`config.mk`:
```
export PLATFORM = sky130hd
export DESIGN_NAME = sram_ctrl_flat
export DESIGN_NICKNAME = d
export VERILOG_FILES = /design/src/rtl/sram_ctrl_if.sv /design/src/rtl/sram_ctrl.sv /design/src/flat_wrapper.sv
export SDC_FILE = /design/constraint.sdc
export NUM_CORES = 1
export LEC_CHECK = 0
export BUFFER_PORTS_ARGS = -buffer_cell sky130_fd_sc_hd__clkbuf_2
export CELL_PAD_IN_SITES_DETAIL_PLACEMENT = 0
export CELL_PAD_IN_SITES_GLOBAL_PLACEMENT = 1
export CORE_ASPECT_RATIO = 0.7
export CORE_MARGIN = 1.5
export CORE_UTILIZATION = 40
export CTS_BUF_LIST = sky130_fd_sc_hd__clkbuf_16
export DETAILED_ROUTE_END_ITERATION = 7
export PLACE_DENSITY = 0.91
export SKIP_LAST_GASP = 1
export SYNTH_ARGS = -nofsm -noshare
export SYNTH_HDL_FRONTEND = slang
export SYNTH_SLANG_ARGS = --single-unit
```
`constraint.sdc`:
```
create_clock -name clk -period 3.1 [get_ports clk]
set_clock_uncertainty 0.05 [all_clocks]
set_input_delay 0 -clock clk [delete_from_list [all_inputs] [get_ports clk]]
set_output_delay 0 -clock clk [all_outputs]
set_load 0.02 [all_outputs]
```
`src/rtl/sram_ctrl_if.sv`:
```
// ----------------------------------------------------------------------------
// sram_ctrl_if
// Request/response bus between a requester and the SRAM controller.
//
// Parameters:
//   AW   - address width (row index)
//   COLS - data word width
//
// Signals:
//   req_valid / req_ready  - request handshake
//   req_write              - 1 = write, 0 = read
//   req_addr  [AW-1:0]     - target row
//   req_wdata [COLS-1:0]   - write data
//   rsp_valid / rsp_ready  - response handshake
//   rsp_rdata [COLS-1:0]   - read data (0 for writes and errors)
//   rsp_err                - response error flag
//
// Modports:
//   master - requester side
//   slave  - controller side
// ----------------------------------------------------------------------------
interface sram_ctrl_if #(
    parameter int AW   = 4,
    parameter int COLS = 8
);
    logic            req_valid;
    logic            req_ready;
    logic            req_write;
    logic [AW-1:0]   req_addr;
    logic [COLS-1:0] req_wdata;
    logic            rsp_valid;
    logic            rsp_ready;
    logic [COLS-1:0] rsp_rdata;
    logic            rsp_err;

    modport master (
        output req_valid, req_write, req_addr, req_wdata, rsp_ready,
        input  req_ready, rsp_valid, rsp_rdata, rsp_err
    );

    modport slave (
        input  req_valid, req_write, req_addr, req_wdata, rsp_ready,
        output req_ready, rsp_valid, rsp_rdata, rsp_err
    );
endinterface

```
`src/rtl/sram_ctrl.sv`:
```
// ----------------------------------------------------------------------------
// sram_ctrl
// Single-outstanding-request controller for a serially loaded SRAM.
// Writes shift the word into the SRAM MSB first (one bit per cycle) and then
// pulse the write strobe; reads pulse the read strobe and wait for the SRAM
// data-valid flag. Every output is registered.
//
// Optional feature (macro SRAM_CTRL_TIMEOUT_EN): bounded read wait. A read
// that sees no sram_data_valid within TIMEOUT+1 cycles (counting the read
// strobe cycle) completes with rsp_err=1 and rsp_rdata=0.
//
// Parameters:
//   ROWS    - number of SRAM rows (AW = $clog2(ROWS))
//   COLS    - SRAM word width
//   TIMEOUT - read wait limit, used only with SRAM_CTRL_TIMEOUT_EN
//
// Ports:
//   clk, rst         - clock, synchronous active-high reset
//   bus (slave)      - request/response handshake bus
//   busy             - high whenever the FSM is not idle
//   sram_serial_in   - serial write data bit
//   sram_shift       - SRAM shift enable
//   sram_w_en        - SRAM write strobe
//   sram_r_en        - SRAM read strobe
//   sram_addr        - SRAM row address (valid with a strobe, 0 otherwise)
//   sram_data_valid  - SRAM read data valid
//   sram_data_out    - SRAM read data
// ----------------------------------------------------------------------------
module sram_ctrl #(
    parameter  int ROWS    = 16,
    parameter  int COLS    = 8,
    parameter  int TIMEOUT = 15,
    localparam int AW      = (ROWS > 1) ? $clog2(ROWS) : 1
) (
    input  logic            clk,
    input  logic            rst,
    sram_ctrl_if.slave      bus,
    output logic            busy,
    output logic            sram_serial_in,
    output logic            sram_shift,
    output logic            sram_w_en,
    output logic            sram_r_en,
    output logic [AW-1:0]   sram_addr,
    input  logic            sram_data_valid,
    input  logic [COLS-1:0] sram_data_out
);

    localparam int CW = (COLS > 1) ? $clog2(COLS) : 1;
    localparam logic [CW-1:0] LAST_BIT = CW'(COLS - 1);

    typedef enum logic [2:0] {
        S_IDLE,
        S_SHIFT,
        S_WRITE,
        S_READ,
        S_WAIT,
        S_RESP
    } state_t;

    state_t          r_state, w_state_nxt;
    logic [CW-1:0]   r_bit_cnt, w_bit_cnt_nxt;
    logic [COLS-1:0] r_shreg;
    logic [AW-1:0]   r_addr;

    logic            r_req_ready, w_req_ready_nxt;
    logic            r_busy, w_busy_nxt;
    logic            r_rsp_valid, w_rsp_valid_nxt;
    logic            r_rsp_err, w_rsp_err_nxt;
    logic [COLS-1:0] r_rsp_rdata, w_rsp_rdata_nxt;
    logic            r_sram_serial, w_sram_serial_nxt;
    logic            r_sram_shift, w_sram_shift_nxt;
    logic            r_sram_w_en, w_sram_w_en_nxt;
    logic            r_sram_r_en, w_sram_r_en_nxt;
    logic [AW-1:0]   r_sram_addr, w_sram_addr_nxt;

    logic            w_accept;
    logic            w_addr_oor;

`ifdef SRAM_CTRL_TIMEOUT_EN
    localparam int TW = $clog2(TIMEOUT + 2);
    logic [TW-1:0]   r_wait_cnt, w_wait_cnt_nxt;
`endif

    // req_ready is only ever high in IDLE, so this is the acceptance event.
    assign w_accept   = bus.req_valid & r_req_ready;
    assign w_addr_oor = (32'(bus.req_addr) >= ROWS);

    // Next-state and next-output logic. Outputs are computed for the state
    // being entered so that the registered copies line up with that state.
    always_comb begin
        w_state_nxt       = r_state;
        w_bit_cnt_nxt     = r_bit_cnt;
        w_sram_serial_nxt = 1'b0;
        w_sram_shift_nxt  = 1'b0;
        w_sram_w_en_nxt   = 1'b0;
        w_sram_r_en_nxt   = 1'b0;
        w_sram_addr_nxt   = '0;
        w_rsp_valid_nxt   = 1'b0;
        w_rsp_err_nxt     = 1'b0;
        w_rsp_rdata_nxt   = '0;
`ifdef SRAM_CTRL_TIMEOUT_EN
        w_wait_cnt_nxt    = r_wait_cnt;
`endif

        case (r_state)
            S_IDLE: begin
                if (w_accept) begin
                    if (w_addr_oor) begin
                        w_state_nxt     = S_RESP;
                        w_rsp_valid_nxt = 1'b1;
                        w_rsp_err_nxt   = 1'b1;
                    end else if (bus.req_write) begin
                        // First bit comes straight from the bus; the shift
                        // register is loaded on this same edge.
                        w_state_nxt       = S_SHIFT;
                        w_bit_cnt_nxt     = '0;
                        w_sram_shift_nxt  = 1'b1;
                        w_sram_serial_nxt = bus.req_wdata[COLS-1];
                    end else begin
                        w_state_nxt     = S_READ;
                        w_sram_r_en_nxt = 1'b1;
                        w_sram_addr_nxt = bus.req_addr;
`ifdef SRAM_CTRL_TIMEOUT_EN
                        w_wait_cnt_nxt  = '0;
`endif
                    end
                end
            end

            S_SHIFT: begin
                if (r_bit_cnt == LAST_BIT) begin
                    w_state_nxt     = S_WRITE;
                    w_bit_cnt_nxt   = '0;
                    w_sram_w_en_nxt = 1'b1;
                    w_sram_addr_nxt = r_addr;
                end else begin
                    // r_shreg has already moved past the bit now on the pins.
                    w_bit_cnt_nxt     = r_bit_cnt + 1'b1;
                    w_sram_shift_nxt  = 1'b1;
                    w_sram_serial_nxt = r_shreg[COLS-2];
                end
            end

            S_WRITE: begin
                w_state_nxt     = S_RESP;
                w_rsp_valid_nxt = 1'b1;
            end

            S_READ, S_WAIT: begin
                if (sram_data_valid) begin
                    w_state_nxt     = S_RESP;
                    w_rsp_valid_nxt = 1'b1;
                    w_rsp_rdata_nxt = sram_data_out;
`ifdef SRAM_CTRL_TIMEOUT_EN
                end else if (r_wait_cnt == TW'(TIMEOUT)) begin
                    w_state_nxt     = S_RESP;
                    w_rsp_valid_nxt = 1'b1;
                    w_rsp_err_nxt   = 1'b1;
                end else begin
                    w_state_nxt    = S_WAIT;
                    w_wait_cnt_nxt = r_wait_cnt + 1'b1;
                end
`else
                end else begin
                    w_state_nxt = S_WAIT;
                end
`endif
            end

            S_RESP: begin
                if (bus.rsp_ready) begin
                    w_state_nxt = S_IDLE;
                end else begin
                    w_rsp_valid_nxt = 1'b1;
                    w_rsp_err_nxt   = r_rsp_err;
                    w_rsp_rdata_nxt = r_rsp_rdata;
                end
            end

            default: begin
                w_state_nxt = S_IDLE;
            end
        endcase

        w_req_ready_nxt = (w_state_nxt == S_IDLE);
        w_busy_nxt      = (w_state_nxt != S_IDLE);
    end

    always_ff @(posedge clk) begin
        if (rst) begin
            r_state       <= S_IDLE;
            r_bit_cnt     <= '0;
            r_req_ready   <= 1'b1;
            r_busy        <= 1'b0;
            r_rsp_valid   <= 1'b0;
            r_rsp_err     <= 1'b0;
            r_rsp_rdata   <= '0;
            r_sram_serial <= 1'b0;
            r_sram_shift  <= 1'b0;
            r_sram_w_en   <= 1'b0;
            r_sram_r_en   <= 1'b0;
            r_sram_addr   <= '0;
`ifdef SRAM_CTRL_TIMEOUT_EN
            r_wait_cnt    <= '0;
`endif
        end else begin
            r_state       <= w_state_nxt;
            r_bit_cnt     <= w_bit_cnt_nxt;
            r_req_ready   <= w_req_ready_nxt;
            r_busy        <= w_busy_nxt;
            r_rsp_valid   <= w_rsp_valid_nxt;
            r_rsp_err     <= w_rsp_err_nxt;
            r_rsp_rdata   <= w_rsp_rdata_nxt;
            r_sram_serial <= w_sram_serial_nxt;
            r_sram_shift  <= w_sram_shift_nxt;
            r_sram_w_en   <= w_sram_w_en_nxt;
            r_sram_r_en   <= w_sram_r_en_nxt;
            r_sram_addr   <= w_sram_addr_nxt;
`ifdef SRAM_CTRL_TIMEOUT_EN
            r_wait_cnt    <= w_wait_cnt_nxt;
`endif
        end
    end

    // Request payload; shifts left once per SHIFT cycle so the next bit to
    // send is always at COLS-2.
    always_ff @(posedge clk) begin
        if (w_accept) begin
            r_addr  <= bus.req_addr;
            r_shreg <= bus.req_wdata;
        end else if (r_state == S_SHIFT) begin
            r_shreg <= {r_shreg[COLS-2:0], 1'b0};
        end
    end

    assign bus.req_ready  = r_req_ready;
    assign bus.rsp_valid  = r_rsp_valid;
    assign bus.rsp_err    = r_rsp_err;
    assign bus.rsp_rdata  = r_rsp_rdata;
    assign busy           = r_busy;
    assign sram_serial_in = r_sram_serial;
    assign sram_shift     = r_sram_shift;
    assign sram_w_en      = r_sram_w_en;
    assign sram_r_en      = r_sram_r_en;
    assign sram_addr      = r_sram_addr;

endmodule

```
`src/flat_wrapper.sv`:
```
// flat-port wrapper written by rule: the top's interface ports become plain ports
module sram_ctrl_flat 
#(
    parameter  int ROWS    = 16,
    parameter  int COLS    = 8,
    parameter  int TIMEOUT = 15,
    localparam int AW      = (ROWS > 1) ? $clog2(ROWS) : 1
)
  (clk, rst, busy, sram_serial_in, sram_shift, sram_w_en, sram_r_en, sram_addr, sram_data_valid, sram_data_out, bus_req_valid, bus_req_write, bus_req_addr, bus_req_wdata, bus_rsp_ready, bus_req_ready, bus_rsp_valid, bus_rsp_rdata, bus_rsp_err);
  sram_ctrl_if #(.AW(4), .COLS(COLS)) bus_i ();
  input  logic clk;
  input  logic rst;
  output logic busy;
  output logic sram_serial_in;
  output logic sram_shift;
  output logic sram_w_en;
  output logic sram_r_en;
  output logic [AW-1:0] sram_addr;
  input  logic sram_data_valid;
  input  logic [COLS-1:0] sram_data_out;
  input wire logic [$bits(bus_i.req_valid)-1:0] bus_req_valid;
  input wire logic [$bits(bus_i.req_write)-1:0] bus_req_write;
  input wire logic [$bits(bus_i.req_addr)-1:0] bus_req_addr;
  input wire logic [$bits(bus_i.req_wdata)-1:0] bus_req_wdata;
  input wire logic [$bits(bus_i.rsp_ready)-1:0] bus_rsp_ready;
  output wire logic [$bits(bus_i.req_ready)-1:0] bus_req_ready;
  output wire logic [$bits(bus_i.rsp_valid)-1:0] bus_rsp_valid;
  output wire logic [$bits(bus_i.rsp_rdata)-1:0] bus_rsp_rdata;
  output wire logic [$bits(bus_i.rsp_err)-1:0] bus_rsp_err;
  assign bus_i.req_valid = bus_req_valid;
  assign bus_i.req_write = bus_req_write;
  assign bus_i.req_addr = bus_req_addr;
  assign bus_i.req_wdata = bus_req_wdata;
  assign bus_i.rsp_ready = bus_rsp_ready;
  assign bus_req_ready = bus_i.req_ready;
  assign bus_rsp_valid = bus_i.rsp_valid;
  assign bus_rsp_rdata = bus_i.rsp_rdata;
  assign bus_rsp_err = bus_i.rsp_err;
  sram_ctrl #(.ROWS(ROWS), .COLS(COLS), .TIMEOUT(TIMEOUT)) u_core (.clk(clk), .rst(rst), .bus(bus_i), .busy(busy), .sram_serial_in(sram_serial_in), .sram_shift(sram_shift), .sram_w_en(sram_w_en), .sram_r_en(sram_r_en), .sram_addr(sram_addr), .sram_data_valid(sram_data_valid), .sram_data_out(sram_data_out));
endmodule
```
==> summary.txt <==
Clock network
  – Clock Latency Late Sink: 270 ps
  – Root Buffer: clkbuf_16
  – Post-CTS resize count: 0
  – Clock buffer depth: 2
  – CTS tree: built
  – Hold buffers post-CTS: 18
  – Clock Sink Count: 36
  – Post-CTS Repair Setup Buffers: 0
  – Number of buffers created by CTS: 5
  – H-tree depth: 2
  – Reg clk slew, reported paths: 50 ps

STA
  – Fin crit share: 60.3%
  – Achievable Freq: 0.535 GHz
  – Crit path time final: 1870 ps
  – RSZ-0062 raised after global routing: no
  – PnR worst setup slack: 1230 ps
  – Slew Limit Fails: 0
  – Count of final setup violators: 0
  – Final Hold Fails: 0
  – Total negative slack: 0 ps

Routing
  – DRC errors left: 0
  – Final WL: 3300 um
  – Vias/cell: 5.01
  – Routed Antenna Nets: 0
  – Wirelength per Cell: 13.7 um
  – Via count: 1,208
  – DRT iter0 DRCs: 43
  – DR pass1 iterations: 4

Placed design
  – Post-DP HPWL: 2270 um
  – Buffers on Ports: 44
  – Area of placed instances: 1750 um^2
  – Dpl ws: 1250 ps
  – Routability Congestion: 0.752

Synth
  – Distinct cell type count after synthesis: 41
  – Top post-synthesis cells by area: dfxtp_1, edfxtp_1, a22oi_1, nor2_1, mux2_2
  – Cell area after synthesis: 1510 um^2
  – Seq/Total Area, Yosys: 55.1%
  – Avg Cell Area, Syn: 11.7 um^2
  – Synthesized instance count: 129
  – Synth top area share: 33.2%
  – Syn Nets: 159
  – Post-synth top area cell: dfxtp_1
  – Yosys Warn Count: 0
  – Number of synthesized register bits: 36

Min path
  – Min-delay worst type: primary input to flop
  – Hold Path Origin: bus_req_write
  – Hold depth: 3

Status
  – Status: finished, final reports clean

Power
  – Pwr dens: 580 nW/um^2
  – Total chip power: 1200 uW
  – Leak Pwr: 0.000888 uW
  – Max VDD drop: 0.000369 V

Layout
  – Antenna Cells: 0
  – Layout area overhead: 37.3%
  – Share of cells above drive strength 1: 35.6%
  – Multi-input gate area: 616 um^2
  – Finished Cell Area: 2070 um^2
  – Nets: 220
  – Register area: 831 um^2
  – Number of fill cells: 315

Floorplan
  – Core area: 3560 um^2
  – I/O Pins: 46
  – Die Wd: 76.4 um
  – Die Y: 54.3 um
  – Initial Utilization: 42.3%
  – Row count: 18
  – Die footprint: 4150 um^2

Global routing
  – GRT overflow: 0
  – Vias in the first global route: 1,142
  – Largest net degree at the start of global routing: 21
  – GRT Overall Usage: 16.7%
  – Initial antenna violation count: 0
  – First-pass GRT wire length: 5110 um

Setup path
  – Setup CP Type: flop to flop
  – Reg-to-Reg Start: u_core.r_state[0]
  – Worst Path Required: 3210 ps
  – CP Launch Type: flop
  – CP max FO: 12
  – Data arrival, critical path: 1980 ps
  – Reg2reg path depth: 4
  – Kind of end point of the critical path: flop
  – Crit. Startpoint: u_core.r_state[0]

Run
  – Max cap viols: 0
worst paths after layout:
kind              slack [ps]                      end
setup / recovery        1230     u_core.bus.req_ready
hold / removal             6    u_core.sram_serial_in
setup reg to reg        1230     u_core.bus.req_ready
hold reg to reg          460  u_core.bus.rsp_rdata[4]
per-stage QoR:
stage / hold slack, ps / util [%] / cells
global route: 8.71 / 58.1 / 241
detailed placement: 161 / 49.1 / 215
global placement: 158 / 49.1 / 215
finish: 6.40 / 58.1 / 241
floorplan: 48.9 / - / 129
CTS: 1.31 / 58.1 / 241
sequential cells by signal, summed over array words and instances (netlist names):
signal / flops
u_core.bus.rsp_rdata: 8
u_core.r_shreg: 7
u_core.r_addr: 4
u_core.sram_addr: 4
u_core.r_bit_cnt: 3
u_core.r_state: 3
u_core.bus.req_ready: 1
u_core.bus.rsp_valid: 1
u_core.busy: 1
u_core.sram_r_en: 1
u_core.sram_serial_in: 1
u_core.sram_shift: 1
u_core.sram_w_en: 1
kinds of logic (layout without fill, tap and decap cells):
logic type / after synthesis / after routing / synth area share (%)
compound gates: 24 / 24 / 12.5
fa+ha+maj: 4 / 4 / 3.32
mux: 7 / 7 / 5.15
other cells: 1 / 1 / 0.249
simple gates: 45 / 45 / 19.3
flops: 36 / 36 / 55.1
buf+inv: 12 / 74 / 4.40
where the power goes:
group	total [uW]	leakage, uW	switching, uW	internal, uW
clock	460	0.0000687	169	291
combinational	178	0.000509	92.4	85.1
sequential	562	0.000311	25.0	537
total	1200	0.000888	286	913
worst max-delay path, cell delays in order (launching register included):
cell and delay [ps]:
dfxtp_1 560, nor3b_2 310, and2_0 380, nor2_2 100, a311o_1 350
cells in the mapped netlist, drive strengths merged:
cell	count
a21boi	2
nor2	20
conb	1
nand4	1
and4bb	1
nor3b	3
nand2b	1
nand3b	1
a31oi	1
nor4	1
and3b	1
inv	3
a311oi	1
buf	6
a311o	1
ha	4
nand2	3
a22oi	14
o21ai	1
edfxtp	11
clkbuf	3
and3	2
a21oi	3
nor3	4
and2	1
nor4bb	1
dfxtp	25
mux2	6
or3b	2
a211oi	1
nor4b	1
mux2i	1
nor2b	2
per-layer routing:
| metal | global-route usage (%) | wire length (um) |
|---|---|---|
| met1 | 18.8 | 1470 |
| met2 | 28.6 | 1590 |
| met3 | 5.33 | 167 |
| met4 | 10.8 | 78 |
| met5 | 0 | 0 |
placed cells by master (no fill, tap or decap), types with 4 or more instances in the layout:
| master | netlist | layout |
|---|---|---|
| clkbuf_2 | 0 | 44 |
| dfxtp_1 | 25 | 25 |
| nor2_1 | 18 | 18 |
| dlygate4sd3_1 | 0 | 18 |
| a22oi_1 | 14 | 14 |
| edfxtp_1 | 11 | 11 |
| mux2_2 | 6 | 6 |
| clkbuf_16 | 0 | 5 |
| inv_1 | 3 | 4 |
| nor3_1 | 4 | 4 |
| ha_1 | 4 | 4 |
area by class of cell:
cell class	instances	share of cell area [%]
repair buffers	63	19.7
inverters	3	0.544
clock inverters	3	0.726
flip-flops and latches	36	40.2
clock buffers	5	6.05
multi-input cells	81	29.8
well taps	50	3.02
No activity file was read; power rests on OpenSTA's default activity.
